==> src/rtl/ext_mux_unit.sv <==
// Write-back glue for the single-cycle MIPS core: immediate extender, destination-register
// and write-data selectors, plus the write-back register stage. Define EXT_MUX_LUI_EN to enable LUI placement.
module ext_mux_unit (
  input  logic        clk,
  input  logic        reset,
  input  logic [15:0] imm16,
  input  logic [1:0]  ext_op,
  output logic [31:0] ext_out,
  input  logic [4:0]  rt,
  input  logic [4:0]  rd,
  input  logic [1:0]  reg_dst,
  input  logic [31:0] alu_result,
  input  logic [31:0] dm_data,
  input  logic [31:0] pc_plus4,
  input  logic [1:0]  mem_to_reg,
  input  logic        reg_write,
  output logic [4:0]  wb_reg,
  output logic [31:0] wb_data,
  output logic        wb_we
);

  localparam logic [1:0] EXT_ZERO  = 2'b00;
  localparam logic [1:0] EXT_SIGN  = 2'b01;
  localparam logic [1:0] EXT_UPPER = 2'b10;
  localparam logic [1:0] EXT_BOFF  = 2'b11;

  localparam logic [1:0] DST_RT  = 2'b00;
  localparam logic [1:0] DST_RD  = 2'b01;
  localparam logic [1:0] DST_R31 = 2'b10;
  localparam logic [1:0] DST_R0  = 2'b11;

  localparam logic [1:0] SRC_ALU  = 2'b00;
  localparam logic [1:0] SRC_MEM  = 2'b01;
  localparam logic [1:0] SRC_LINK = 2'b10;
  localparam logic [1:0] SRC_ZERO = 2'b11;

  logic [4:0]  wb_reg_d,  wb_reg_q;
  logic [31:0] wb_data_d, wb_data_q;
  logic        wb_we_d,   wb_we_q;

  // Immediate extension; the LUI code falls back to zero-extend when the feature is off.
  always_comb begin
    ext_out = 32'h0000_0000;
    case (ext_op)
      EXT_ZERO:  ext_out = {16'h0000, imm16};
      EXT_SIGN:  ext_out = {{16{imm16[15]}}, imm16};
`ifdef EXT_MUX_LUI_EN
      EXT_UPPER: ext_out = {imm16, 16'h0000};
`else
      EXT_UPPER: ext_out = {16'h0000, imm16};
`endif
      EXT_BOFF:  ext_out = {{14{imm16[15]}}, imm16, 2'b00};
      default:   ext_out = 32'h0000_0000;
    endcase
  end

  // Destination register select.
  always_comb begin
    wb_reg_d = 5'd0;
    case (reg_dst)
      DST_RT:  wb_reg_d = rt;
      DST_RD:  wb_reg_d = rd;
      DST_R31: wb_reg_d = 5'd31;
      DST_R0:  wb_reg_d = 5'd0;
      default: wb_reg_d = 5'd0;
    endcase
  end

  // Write-back data select.
  always_comb begin
    wb_data_d = 32'h0000_0000;
    case (mem_to_reg)
      SRC_ALU:  wb_data_d = alu_result;
      SRC_MEM:  wb_data_d = dm_data;
      SRC_LINK: wb_data_d = pc_plus4;
      SRC_ZERO: wb_data_d = 32'h0000_0000;
      default:  wb_data_d = 32'h0000_0000;
    endcase
  end

  // r0 is hardwired, so writes targeting it are dropped while address/data still flow.
  always_comb begin
    wb_we_d = 1'b0;
    if (wb_reg_d != 5'd0) begin
      wb_we_d = reg_write;
    end else begin
      wb_we_d = 1'b0;
    end
  end

  // Write-back register stage.
  always_ff @(posedge clk or negedge reset) begin
    if (!reset) begin
      wb_reg_q  <= 5'd0;
      wb_data_q <= 32'h0000_0000;
      wb_we_q   <= 1'b0;
    end else begin
      wb_reg_q  <= wb_reg_d;
      wb_data_q <= wb_data_d;
      wb_we_q   <= wb_we_d;
    end
  end

  assign wb_reg  = wb_reg_q;
  assign wb_data = wb_data_q;
  assign wb_we   = wb_we_q;

endmodule

==> config.mk <==
export PLATFORM = sky130hd
export DESIGN_NAME = ext_mux_unit
export DESIGN_NICKNAME = d
export VERILOG_FILES = /design/src/rtl/ext_mux_unit.sv
export SDC_FILE = /design/constraint.sdc
export NUM_CORES = 1
export LEC_CHECK = 0
export ABC_AREA = 1
export BUFFER_PORTS_ARGS = -buffer_cell sky130_fd_sc_hd__buf_2
export CAP_MARGIN = 20
export CORE_UTILIZATION = 25
export CTS_CLUSTER_DIAMETER = 120
export CTS_CLUSTER_SIZE = 30
export DETAILED_ROUTE_END_ITERATION = 10
export GPL_TIMING_DRIVEN = 0
export PLACE_DENSITY = 0.65
export SLEW_MARGIN = 20
export SYNTH_ARGS = -nofsm -noshare
export SYNTH_HDL_FRONTEND = slang
export SYNTH_SLANG_ARGS = --single-unit
export TNS_END_PERCENT = 30
==> constraint.sdc <==
create_clock -name clk -period 0.8 [get_ports clk]
set_input_delay 0 -clock clk [delete_from_list [all_inputs] [get_ports clk]]
set_output_delay 0 -clock clk [all_outputs]
set_load 0.03 [all_outputs]
==> reports/qor.yml <==
worst_setup_path:
  crit_path_start_kind: "flop"
  path_max_fanout: 1
  setup.worst_path.class: "reg -> out"
  max_stage_delay_ns: 0.40
  crit_family: "flip-flops"
  path_cells: "buf_6"
  end_kind: "output port"
  crit_required_ns: 0.80
  worstPathArrival_ns: 0.84
  cpMaxStageDelayCell: "dfrtp_1"
  crit_buf_inv: 1
placed_design:
  gp_congestion: 0.8016
  place_area_um2: 3123
  place_ws_ns: -0.1736
  dp_cells: 583
  place_hpwl_um: 5388
  port_buffers: 200
power:
  p_leak_nw: 2.497
  power_w: 0.005924
  powerDensity_nw_per_um2: 1319
  p_sw_w: 0.002001
  p_int_w: 0.003923
  clkPwrFrac_pct: 22.8
  switching_share_pct: 33.78
  pwr-share-comb_pct: 40.6
  seq_power_share_pct: 36.6
  ir_drop_v: 0.0006611
floorplanning:
  std_cell_rows: 32
  die_h_um: 91.32
  fp.dieW_um: 91.32
  core_area_um2: 7727
  start_util_pct: 25.81
  io_pins: 201
  die-area_um2: 8338
clock_network:
  htree_levels: 2
  cts.clk_slew.worst_paths_ns: 0.08
  cts_buffer_depth: 2
  hold_buffers: 97
  tritoncts: "yes"
  cts_root_buffer: "clkbuf_8"
  clock_sinks: 38
  post_cts_buffers: 0
  numCtsBuffers: 5
drt:
  finalWirelength_um: 9916
  viasPerCell: 4.476
  wl_met3_um: 922
  routedWlPerCell_um: 14.39
  drt_iter0_drc: 143
  dr_wl_met2_um: 4870
  drc: 0
  wl_met1_um: 3605
  antenna_left: 0
  top_layer_used: "met4"
  via_count: 3084
  drt_pass1_iterations: 4
logic_synthesis:
  async_flop_share_pct: 100.0
  synth.net_count: 412
  netlist.area_leader.share_pct: 47.68
  yosysSeqAreaShare_pct: 47.68
  ys_top_cells_by_area: "dfrtp_1 (48%), nand2_1 (28%), nand3_1 (8.3%)"
  netlist_area_um2: 1994
  synthTopCellsByCount: "nand2_1 (148), dfrtp_1 (38), nand3_1 (33)"
  synth_edf_count: 0
  synth_ff_type: "dfrtp_1"
  postSynthCellCount: 281
  synth_top_area_cell: "dfrtp_1"
  avgSynthCellArea_um2: 7.098
  ys_warn_count: 0
  synth_cell_type_count: 11
  ys_ff_latch: 38
  synth.most_common_cell: "nand2_1"
global_route:
  grt_pass1_wl_um: 15460
  antenna_found_initial: 0
  grt_max_degree: 39
  first_global_vias: 3129
  gr-total-overflow: 0
  grt_use_total_pct: 23.87
finish:
  design_area_um2: 4491
  stdcell_count: 689
  antennaDiodeCount: 0
  drive_above_1_share_pct: 40.72
  nFillCells: 606
  finalNetCount: 717
  areaGrowthSynthToFinish_pct: 125.2
  largest_reg_flops: 32
  final_core_util_pct: 58.11
status:
  violations: "negative hold slack, negative setup slack"
  status: "finished, violations left"
timing:
  timing.final.ws_setup_ns: -0.04313
  fin_crit_ns: 0.8431
  slew_viol_final: 0
  grt_setup_unrepaired: "true"
  hold_slack_ns: -0.1820
  finalSetupViolCount: 22
  worst_pin_slew_ns: 0.8565
  relSlewSlack_pct: 42.90
  hold_viol: 38
  fmax_mhz: 1186
  post-route-period-util_pct: 105.4
flow_run:
  max_cap_viol_count: 0
worst_hold_path:
  hold_path_class: "in -> async"
-- power by group through the flow --
stage,combinational [W],clock [W],sequential (W)
floorplan,0.000624,0,0.00251
global placement,0.00170,0,0.00216
detailed placement,0.00171,0,0.00216
CTS,0.00231,0.00137,0.00217
global route,0.00254,0.00147,0.00218
finish,0.00240,0.00135,0.00217
-- logic make-up after synthesis --
| family | count (synthesis) | synth area share (%) |
|---|---|---|
| buffers and inverters | 47 | 12.67 |
| flip-flops | 38 | 47.68 |
| AND/OR/NAND/NOR | 188 | 37.58 |
| AO/OA/AOI/OAI | 8 | 2.070 |
-- through the flow --
step | hold slack (ns) | TNS, ns
final | -0.1820 | -0.3228
after global placement | 0.1418 | -4.075
after CTS | -0.1568 | -0.3912
after detailed placement | 0.1570 | -3.929
after global routing | -0.1271 | -1.219
after floorplan | -0.2956 | -0.8800
-- layout make-up --
cell class                      instances  area [µm²]  area share [%]
Sequential cell                        38       950.9           21.18
Buffer                                 25       176.4           3.929
Tap cell                              102       127.6           2.842
Inverter                               22       88.84           1.978
Timing Repair inverter                  1       7.507          0.1672
Multi-Input combinational cell        196       809.5           18.03
Timing Repair Buffer                  297        2238           49.85
Clock buffer                            7       86.33           1.923
Clock inverter                          1       5.005          0.1115
-- per-layer routing --
metal,up-vias,global-route usage (%)
li1,1448,-
met1,1377,24.02
met2,218,42.68
met3,41,6.951
met4,0,15.74
met5,-,0
-- how the worst max path moves through the flow --
stage,slack [ns],to,cells after the start,start
3_3_place_gp,-0.16,ext_out[14],6,ext_op[1]
4_1_cts,-0.04,wb_data[18],1,wb_data[18]$_DFF_PN0_
3_5_place_dp,-0.17,ext_out[14],6,ext_op[1]
2_1_floorplan,-0.19,ext_out[2],3,ext_op[1]
6_report,-0.04,wb_data[18],1,wb_data[18]$_DFF_PN0_
5_1_grt,-0.07,wb_data[24],1,wb_data[24]$_DFF_PN0_
-- timing repair --
item                       CTS  global route
hold endpoints to repair    72            38
gates cloned                 1             0
pin swaps                    0             0
setup endpoints to repair   67            54
gates resized for setup     91             9
-- layout by cell type (no fill, tap or decap), drive strengths merged --
cell type,n
buf,225
clkbuf,7
clkinv,1
clkinvlp,2
dfrtp,38
dlygate4sd3,97
inv,21
nand2,148
nand3,33
nor2,6
o21ai,7
o22ai,1
or2,1
(Power assumes the default switching activity.)
